<file path="src/rtl/riscv_dcache_pkg.sv">
// riscv_dcache_pkg: shared state type and line geometry for the data-cache miss controller
package riscv_dcache_pkg;
    typedef enum logic [1:0] {IDLE, WRITE_BACK, ALLOCATE, UPDATE} dcache_state_e;
    localparam int DEF_BLOCK_BEATS = 4;
endpackage

</file>
<file path="src/rtl/riscv_dcache_ctrl_if.sv">
// riscv_dcache_ctrl_if: core request, tag-array and memory-burst signals of the miss controller
interface riscv_dcache_ctrl_if
    import riscv_dcache_pkg::*;
#(
    parameter int BEAT_W = $clog2(DEF_BLOCK_BEATS)
) ();
    logic              cpu_rd_req;
    logic              cpu_wr_req;
    logic              hit;
    logic              dirty;
    logic              mem_ready;
    logic              stall;
    logic              replace_tag;
    logic              valid_in;
    logic              dirty_in;
    logic              cache_wr_en;
    logic              fill_we;
    logic              mem_rd_req;
    logic              mem_wr_req;
    logic              addr_sel;
    logic [BEAT_W-1:0] beat_cnt;
    modport slave (
        input  cpu_rd_req, cpu_wr_req, hit, dirty, mem_ready,
        output stall, replace_tag, valid_in, dirty_in, cache_wr_en, fill_we,
        output mem_rd_req, mem_wr_req, addr_sel, beat_cnt
    );
    modport master (
        output cpu_rd_req, cpu_wr_req, hit, dirty, mem_ready,
        input  stall, replace_tag, valid_in, dirty_in, cache_wr_en, fill_we,
        input  mem_rd_req, mem_wr_req, addr_sel, beat_cnt
    );
endinterface

</file>
<file path="src/rtl/riscv_dcache_sat_cnt.sv">
// riscv_dcache_sat_cnt: event counter that sticks at all-ones instead of wrapping
module riscv_dcache_sat_cnt #(
    parameter int CNT_W = 32
) (
    input  logic             clk,
    input  logic             rst,
    input  logic             inc,
    output logic [CNT_W-1:0] q
);
    // count up on inc until saturated
    always_ff @(posedge clk or posedge rst)
        if (rst) q <= '0;
        else if (inc && q != '1) q <= q + 1'b1;
endmodule

</file>
<file path="src/rtl/riscv_dcache_ctrl.sv">
// riscv_dcache_ctrl: data-cache miss FSM driving tag updates, fills and writeback/refill bursts
module riscv_dcache_ctrl
    import riscv_dcache_pkg::*;
#(
    parameter int BLOCK_BEATS = DEF_BLOCK_BEATS,
    parameter int BEAT_W      = $clog2(BLOCK_BEATS),
    parameter int CNT_W       = 32
) (
    input  logic                clk,
    input  logic                rst,
    riscv_dcache_ctrl_if.slave  bus,
    output logic [CNT_W-1:0]    miss_cnt,
    output logic [CNT_W-1:0]    wb_cnt
);
    dcache_state_e     state, state_nx;
    logic [BEAT_W-1:0] beat_q, beat_nx;
    logic              req, store, last, miss;
    // rst also masks the Mealy request path so every output reads 0 while reset is held
    assign req   = (bus.cpu_rd_req | bus.cpu_wr_req) & ~rst;
    assign store = bus.cpu_wr_req;
    assign last  = beat_q == BEAT_W'(BLOCK_BEATS - 1);
    assign miss  = state == IDLE && req && !bus.hit;
    assign bus.beat_cnt = beat_q;
    // state and beat registers; reset aborts any burst in flight
    always_ff @(posedge clk or posedge rst)
        if (rst) begin
            state  <= IDLE;
            beat_q <= '0;
        end else begin
            state  <= state_nx;
            beat_q <= beat_nx;
        end
    // next-state and output decode; beat counter wraps to 0 naturally on the last beat
    always_comb begin
        state_nx        = state;
        beat_nx         = beat_q;
        bus.stall       = 1'b0;
        bus.replace_tag = 1'b0;
        bus.valid_in    = 1'b0;
        bus.dirty_in    = 1'b0;
        bus.cache_wr_en = 1'b0;
        bus.fill_we     = 1'b0;
        bus.mem_rd_req  = 1'b0;
        bus.mem_wr_req  = 1'b0;
        bus.addr_sel    = 1'b0;
        case (state)
            IDLE: begin
                bus.cache_wr_en = req && bus.hit && store;
                bus.replace_tag = bus.cache_wr_en;
                bus.valid_in    = bus.cache_wr_en;
                bus.dirty_in    = bus.cache_wr_en;
                bus.stall       = miss;
                state_nx        = !miss ? IDLE : bus.dirty ? WRITE_BACK : ALLOCATE;
            end
            WRITE_BACK: begin
                bus.stall      = 1'b1;
                bus.mem_wr_req = 1'b1;
                bus.addr_sel   = 1'b1;
                beat_nx        = bus.mem_ready ? beat_q + 1'b1 : beat_q;
                state_nx       = bus.mem_ready && last ? ALLOCATE : WRITE_BACK;
            end
            ALLOCATE: begin
                bus.stall      = 1'b1;
                bus.mem_rd_req = 1'b1;
                bus.fill_we    = bus.mem_ready;
                beat_nx        = bus.mem_ready ? beat_q + 1'b1 : beat_q;
                state_nx       = bus.mem_ready && last ? UPDATE : ALLOCATE;
            end
            default: begin
                bus.stall       = 1'b1;
                bus.replace_tag = 1'b1;
                bus.valid_in    = 1'b1;
                state_nx        = IDLE;
            end
        endcase
    end
    riscv_dcache_sat_cnt #(.CNT_W(CNT_W)) u_miss_cnt (.clk(clk), .rst(rst), .inc(miss), .q(miss_cnt));
    riscv_dcache_sat_cnt #(.CNT_W(CNT_W)) u_wb_cnt (.clk(clk), .rst(rst), .inc(miss && bus.dirty), .q(wb_cnt));
endmodule
</file>
<file path="src/flat_wrapper.sv">
// flat-port wrapper written by rule: the top's interface ports become plain ports
module riscv_dcache_ctrl_flat import riscv_dcache_pkg::*;
#(
    parameter int BLOCK_BEATS = DEF_BLOCK_BEATS,
    parameter int BEAT_W      = $clog2(BLOCK_BEATS),
    parameter int CNT_W       = 32
)
  (clk, rst, miss_cnt, wb_cnt, bus_cpu_rd_req, bus_cpu_wr_req, bus_hit, bus_dirty, bus_mem_ready, bus_stall, bus_replace_tag, bus_valid_in, bus_dirty_in, bus_cache_wr_en, bus_fill_we, bus_mem_rd_req, bus_mem_wr_req, bus_addr_sel, bus_beat_cnt);
  riscv_dcache_ctrl_if #(.BEAT_W(BEAT_W)) bus_i ();
  input  logic clk;
  input  logic rst;
  output logic [CNT_W-1:0] miss_cnt;
  output logic [CNT_W-1:0] wb_cnt;
  input wire logic [$bits(bus_i.cpu_rd_req)-1:0] bus_cpu_rd_req;
  input wire logic [$bits(bus_i.cpu_wr_req)-1:0] bus_cpu_wr_req;
  input wire logic [$bits(bus_i.hit)-1:0] bus_hit;
  input wire logic [$bits(bus_i.dirty)-1:0] bus_dirty;
  input wire logic [$bits(bus_i.mem_ready)-1:0] bus_mem_ready;
  output wire logic [$bits(bus_i.stall)-1:0] bus_stall;
  output wire logic [$bits(bus_i.replace_tag)-1:0] bus_replace_tag;
  output wire logic [$bits(bus_i.valid_in)-1:0] bus_valid_in;
  output wire logic [$bits(bus_i.dirty_in)-1:0] bus_dirty_in;
  output wire logic [$bits(bus_i.cache_wr_en)-1:0] bus_cache_wr_en;
  output wire logic [$bits(bus_i.fill_we)-1:0] bus_fill_we;
  output wire logic [$bits(bus_i.mem_rd_req)-1:0] bus_mem_rd_req;
  output wire logic [$bits(bus_i.mem_wr_req)-1:0] bus_mem_wr_req;
  output wire logic [$bits(bus_i.addr_sel)-1:0] bus_addr_sel;
  output wire logic [$bits(bus_i.beat_cnt)-1:0] bus_beat_cnt;
  assign bus_i.cpu_rd_req = bus_cpu_rd_req;
  assign bus_i.cpu_wr_req = bus_cpu_wr_req;
  assign bus_i.hit = bus_hit;
  assign bus_i.dirty = bus_dirty;
  assign bus_i.mem_ready = bus_mem_ready;
  assign bus_stall = bus_i.stall;
  assign bus_replace_tag = bus_i.replace_tag;
  assign bus_valid_in = bus_i.valid_in;
  assign bus_dirty_in = bus_i.dirty_in;
  assign bus_cache_wr_en = bus_i.cache_wr_en;
  assign bus_fill_we = bus_i.fill_we;
  assign bus_mem_rd_req = bus_i.mem_rd_req;
  assign bus_mem_wr_req = bus_i.mem_wr_req;
  assign bus_addr_sel = bus_i.addr_sel;
  assign bus_beat_cnt = bus_i.beat_cnt;
  riscv_dcache_ctrl #(.BLOCK_BEATS(BLOCK_BEATS), .BEAT_W(BEAT_W), .CNT_W(CNT_W)) u_core (.clk(clk), .rst(rst), .bus(bus_i), .miss_cnt(miss_cnt), .wb_cnt(wb_cnt));
endmodule
</file>
<file path="config.mk">
export PLATFORM = sky130hd
export DESIGN_NAME = riscv_dcache_ctrl_flat
export DESIGN_NICKNAME = d
export VERILOG_FILES = /design/src/rtl/riscv_dcache_pkg.sv /design/src/rtl/riscv_dcache_ctrl_if.sv /design/src/rtl/riscv_dcache_sat_cnt.sv /design/src/rtl/riscv_dcache_ctrl.sv /design/src/flat_wrapper.sv
export SDC_FILE = /design/constraint.sdc
export NUM_CORES = 1
export LEC_CHECK = 0
export BUFFER_PORTS_ARGS = -buffer_cell sky130_fd_sc_hd__buf_2
export CORE_MARGIN = 8
export CORE_UTILIZATION = 40
export CTS_CLUSTER_SIZE = 16
export DETAILED_ROUTE_END_ITERATION = 8
export PLACE_DENSITY = 0.58
export SYNTH_ARGS = -nofsm -noshare
export SYNTH_HDL_FRONTEND = slang
export SYNTH_SLANG_ARGS = --single-unit
</file>
<file path="constraint.sdc">
create_clock -name clk -period 3.7 [get_ports clk]
set_input_delay 0.925 -clock clk [delete_from_list [all_inputs] [get_ports clk]]
set_output_delay 0.925 -clock clk [all_outputs]
set_load 0.03 [all_outputs]
</file>
==> results of run 1 <==
[per-layer routing]
metal	vias up	GRT usage [%]	share of wire (%)
met3	13	4.37	6.4
met1	1286	19.1	47
met5	-	0	0
li1	1312	-	-
met4	0	4.99	1.5
met2	58	21.1	46
[sequential cells by signal, summed over array words and instances (netlist names)]
signal               cells
u_core.state             2
u_core.u_miss_cnt.q     32
u_core.bus.beat_cnt      2
u_core.u_wb_cnt.q       32
[cells in the mapped netlist (all sizes together)]
cell,instances,area share [%]
nand4b,1,0.25
inv,8,0.87
ha,7,2.5
o21ai,1,0.14
and2,6,1.1
nand2,28,3.0
nand4,25,4.5
nand3b,1,0.22
a211oi,1,0.22
or3,1,0.18
o21bai,2,0.44
and3,11,2.1
xnor2,40,10
nand3,28,4.2
nand2b,1,0.18
and4,9,2.4
a21oi,2,0.29
clkbuf,2,0.22
a311oi,2,0.69
xor2,20,5.1
mux2i,1,0.29
or2,2,0.36
nor3,12,1.9
mux2,5,1.6
nor2b,1,0.18
dfrtp,68,49
nor2,18,2.0
or4,1,0.33
o21ba,1,0.29
buf,8,1.6
nor4,9,2.5
a31oi,2,0.54
[worst max-delay path by stage]
stage               depth (start not counted)            to
floorplan                                   4  bus_valid_in
global placement                            5  bus_valid_in
detailed placement                          5  bus_valid_in
CTS                                         6  bus_valid_in
global route                                6  bus_valid_in
finish                                      6  bus_valid_in
[layout make-up]
class                           instances  area share (%)
Sequential cell                        68            40.7
Multi-Input combinational cell        238            39.6
Timing Repair Buffer                   85            10.7
Clock buffer                           13            4.28
Tap cell                              108            3.23
Clock inverter                          1           0.719
Inverter                                8           0.719
[report_power, final]
group / total, mW / internal, mW / leakage, nW / switching (mW)
logic: 0.547 / 0.176 / 1.06 / 0.371
clock network: 0.644 / 0.378 / 0.108 / 0.266
registers: 0.889 / 0.809 / 0.926 / 0.0799
total: 2.08 / 1.36 / 2.10 / 0.716
[cell families after synthesis]
kind of cell,count (synthesis),synth area share [%]
adder cells (fa/ha/maj),7,2.54
AO/OA/AOI/OAI,11,2.61
AND/OR/NAND/NOR,154,25.4
multiplexers,6,1.92
flip-flops,68,49.3
buffers and inverters,18,2.69
XOR/XNOR,60,15.5
[critical path, stage by stage, from the launching register on]
cell and delay (ns):
dfrtp_1 0.40, inv_1 0.09, ha_1 0.22, nor2b_1 0.22, and3_1 0.21, o21bai_1 0.12
buf_2 0.22
[metrics by stage]
stage	setup slack, ns	total power, mW
floorplan	0.699	1.31
global placement	1.05	1.45
detailed placement	0.998	1.46
CTS	0.926	2.11
global route	0.810	2.20
finish	0.954	2.08
==> impl_results.md, run 1 <==
* Clk_lat worst skew at 0.34 ns
* Final setup vio count at 0
* Vias at 2669
* Clk sinks at 68
* Worst hold stages at 1
* Yosys warning count at 0
* CP max FO at 4
* VDD IR max at 0.188 mV
* Largest net degree at the start of global routing at 38
* Reg2reg start: u_core.u_miss_cnt.q[1]
* RePlAce Congestion at 0.781
* Cts bufs inserted at 9
* Slew HR at 46.9%
* Worst path required time at 2.77 ns
* Post-Syn Instances at 324
* Initial antenna violation count at 0
* CP Launch Point: u_core.state[0]
* GRT Util Overall at 14.2%
* Critical path class: flop to output port
* Core box area at 8550 um^2
* Die Span Y at 109 um
* Pwr/cell area at 498 nW/um^2
* Final period util at 74.2%
* Inserted Diodes at 0
* Starting Density at 40.3%
* Root Buffer Master: clkbuf_8
* Port Buf Inserts at 81
* FF-to-FF End: u_core.u_miss_cnt.q[18]
* Min-Delay Startpoint: u_core.u_wb_cnt.q[6]
* Slew @ Worst Pin at 0.795 ns
* DR iter-0 viols at 72
* DRT Pass-1 Iters at 4
* Reg area at 1700 um^2
* RSZ-0062 raised after global routing: no
* P&R area growth vs syn at 21.2%
* Outcome: finished clean
* Overflow after GRT at 0
* Final Slew Violations at 0
* Area post-placement at 3970 um^2
* Final min period at 2.75 ns
* HP Class: flop to flop
* Clock transition at the registers of the reported paths at 0.07 ns
* Design Area, Final at 4180 um^2
* DP Cell Count at 507
* Proportion of synthesized chip area in sequential cells at 49.3%
* Io pins at 82
* Final wirelength at 8.00 mm
* CP Launch Type: flop
* Clock Path Buffers at 2
* DIE AREA at 11800 um^2
* CP Capture Type: output port
* Leading cell type in the layout, fill and taps excluded: buf_2
* Fin util at 48.9%
* Maxcap violations at 0
* DRC violations left at 0
* Reg2Reg Depth at 6
* H-tree depth at 3
* Fill count at 803
* Non-filler instance count after layout at 521
* # Post-CTS Setup Buffers at 0
* # nets final at 424
* Footprint of the multi-input gates at 1650 um^2
* Share of cells above drive strength 1 at 28.6%
* Synthesized Nets at 338
* Hold Path Sink: u_core.u_wb_cnt.q[6]
* Leakage at 2.10 nW
* Avg Inst Size Synth at 10.6 um^2
* Worst EP arrival at 1.82 ns
* First-pass GRT wire length at 13.3 mm
* CTS tree: built
* Cell Area, Synth at 3450 um^2
* Setup tns final at 0 ns
* WL/cell at 15.4 um
* Unique masters post-synth at 43
* Num rows at 34
* Yosys reg bits at 68
* # resized after CTS at 0
* Most frequent cells in the layout: buf_2, dfrtp_1, xnor2_1
* Number of routed nets with antenna violations at 0
* Hold Violations, Final at 0
* Vias in the first global route at 2664
* Die X-Extent at 109 um
* Clock Skews at 0.00624 ns
* R2r setup slk at 1.27 ns
* Fin Hold WS at 0.485 ns
* Quantity of hold-fixing buffers added after cts at 0
* Fmax at 364 MHz
* Post-DP HPWL at 5.97 mm
* Via-to-Cell Ratio at 5.12
(Power assumes the default switching activity.)
==> run 2, diff against run 1 <==
--- a/config.mk
+++ b/config.mk
@@ -10,7 +10,7 @@
 export CORE_UTILIZATION = 40
 export CTS_CLUSTER_SIZE = 16
 export DETAILED_ROUTE_END_ITERATION = 8
-export PLACE_DENSITY = 0.58
+export PLACE_DENSITY = 0.61
 export SYNTH_ARGS = -nofsm -noshare
 export SYNTH_HDL_FRONTEND = slang
 export SYNTH_SLANG_ARGS = --single-unit
==> constraint.sdc (replaced) <==
create_clock -name clk -period 2.4 [get_ports clk]
set_input_delay 0.6 -clock clk [delete_from_list [all_inputs] [get_ports clk]]
set_output_delay 0.6 -clock clk [all_outputs]
set_load 0.03 [all_outputs]
==> run 2 against run 1 <==
Clock-buffer cell count shrank 3. First-iteration DRC count increased by 92%. Non-clock buffer count grew 8. Combinational power is 75% higher. Die area unchanged. Critical path type unchanged.
==> impl_results.md, run 2 (synthesis results as in run 1) <==
* Vias at 2706
* Critical path class: flop to output port
* Worst EP arrival at 1.68 ns
* Reg2reg start: u_core.u_miss_cnt.q[1]
* Outcome: finished clean
* Worst path required time at 1.80 ns
* Core box area at 8550 um^2
* Largest registers: u_core.u_miss_cnt.q x32, u_core.u_wb_cnt.q x32
* DR iter-0 viols at 138
* Slew HR at 36.3%
* First-pass GRT wire length at 13.5 mm
* Root Buffer Master: clkbuf_8
* Setup tns final at 0 ns
* Overflow after GRT at 0
* Final Slew Violations at 0
* Quantity of hold-fixing buffers added after cts at 0
* VDD IR max at 0.459 mV
* Sequential cell fraction of total power at 38.1%
* H-tree depth at 3
* P_int at 2.42 mW
* P&R area growth vs syn at 25.4%
* CP Capture Type: output port
* Inserted Diodes at 0
* Final setup vio count at 0
* Clock network power share at 35.2%
* Hold Violations, Final at 0
* DRT Pass-1 Iters at 4
* CP Launch Type: flop
* DRC violations left at 0
* Clk sinks at 68
* Die X-Extent at 109 um
* Power share of the combinational group at 26.7%
* Final min period at 2.28 ns
* Fin util at 50.6%
* Switch Pwr at 1.17 mW
* Fill count at 820
* Io pins at 82
* Via-to-Cell Ratio at 5.10
* Number of routed nets with antenna violations at 0
* Die Span Y at 109 um
* Num rows at 34
* Clock transition at the registers of the reported paths at 0.07 ns
* Largest net degree at the start of global routing at 37
* Clock Skews at 0.0121 ns
* Clk_lat worst skew at 0.34 ns
* Reg area at 1700 um^2
* Final period util at 95.1%
* CP max FO at 4
* Initial antenna violation count at 0
* Post-DP HPWL at 6.27 mm
* Maxcap violations at 0
* GRT Util Overall at 14.3%
* Pwr/cell area at 830 nW/um^2
* Final wirelength at 8.22 mm
* RSZ-0062 raised after global routing: yes
* Leakage at 2.16 nW
* Slew @ Worst Pin at 0.956 ns
* Cts bufs inserted at 9
* # nets final at 432
* Clock Path Buffers at 2
* CTS tree: built
* HP Class: input port to asynchronous set/reset pin
* Leading cell type in the layout, fill and taps excluded: buf_2
* Starting Density at 40.3%
* CP Launch Point: u_core.state[0]
* RePlAce Congestion at 0.793
* Vias in the first global route at 2670
* Port Buf Inserts at 81
* DIE AREA at 11800 um^2
* Footprint of the multi-input gates at 1680 um^2
* WL/cell at 15.5 um
* Fmax at 438 MHz
* Most frequent cells in the layout: buf_2, dfrtp_1, xnor2_1
* Share of cells above drive strength 1 at 31.2%
* Switching Share at 32.5%
[run 2: layout make-up]
cell class | instances | share of cell area, %
clock inverters | 6 | 3.12
well taps | 108 | 3.12
clock buffers | 10 | 3.18
multi-input cells | 238 | 38.9
repair buffers | 93 | 11.6
inverters | 8 | 0.694
flip-flops and latches | 68 | 39.3
[run 2: through the flow]
stage / total power [mW] / instances / setup WS, ns / hold WS (ns) / cell area, um^2
after detailed placement: 2.30 / 515 / -0.00166 / 0.480 / 4020
after CTS: 3.61 / 531 / -0.00378 / 0.367 / 4300
final: 3.59 / 531 / 0.119 / 0.383 / 4330
after global routing: 3.79 / 531 / -0.00812 / 0.414 / 4330
after floorplan: 2.04 / 324 / 0.0820 / 0.583 / 3450
after global placement: 2.27 / 515 / 0.123 / 0.478 / 4020
[run 2: power groups by stage]
stage / Combinational, mW / Clock (mW) / Sequential [mW]
after floorplan: 0.496 / 0 / 1.54
after global placement: 0.889 / 0 / 1.38
after detailed placement: 0.911 / 0 / 1.39
after CTS: 0.939 / 1.30 / 1.37
after global routing: 1.05 / 1.35 / 1.39
final: 0.958 / 1.26 / 1.37
[run 2: repair_timing]
action,CTS,global route
hold endpoints to repair,0,0
pin swaps,0,0
gates resized for setup,4,4
buffers inserted,0,0
endpoints found under the setup margin,4,9
cloned,0,0
[run 2: worst paths after layout]
kind                                                end  slack (ns)  cells after the start
worst max-delay path                    bus_replace_tag        0.12                      6
worst min-delay path            u_core.u_miss_cnt.q[24]        0.38                      3
worst max register to register  u_core.u_miss_cnt.q[29]        0.13                      6
worst min register to register     u_core.u_wb_cnt.q[6]        0.49                      1
max in group asynchronous         u_core.u_wb_cnt.q[18]        1.66                      3
min in group clk                   u_core.u_wb_cnt.q[6]        0.49                      1
[run 2: metal layers]
layer | track usage, % | part of all wire [%] | vias to the layer above
li1 | - | - | 1332
met1 | 18.4 | 46 | 1305
met2 | 22.8 | 47 | 62
met3 | 3.19 | 5.3 | 7
met4 | 5.87 | 1.1 | 0
met5 | 0 | 0 | -
[run 2: critical path, stage by stage, from the launching register on]
cell and delay [ns]:
dfrtp_1 0.40, inv_1 0.13, ha_4 0.17, nor2b_4 0.15, and3_4 0.19, o21bai_2 0.12, buf_4 0.18
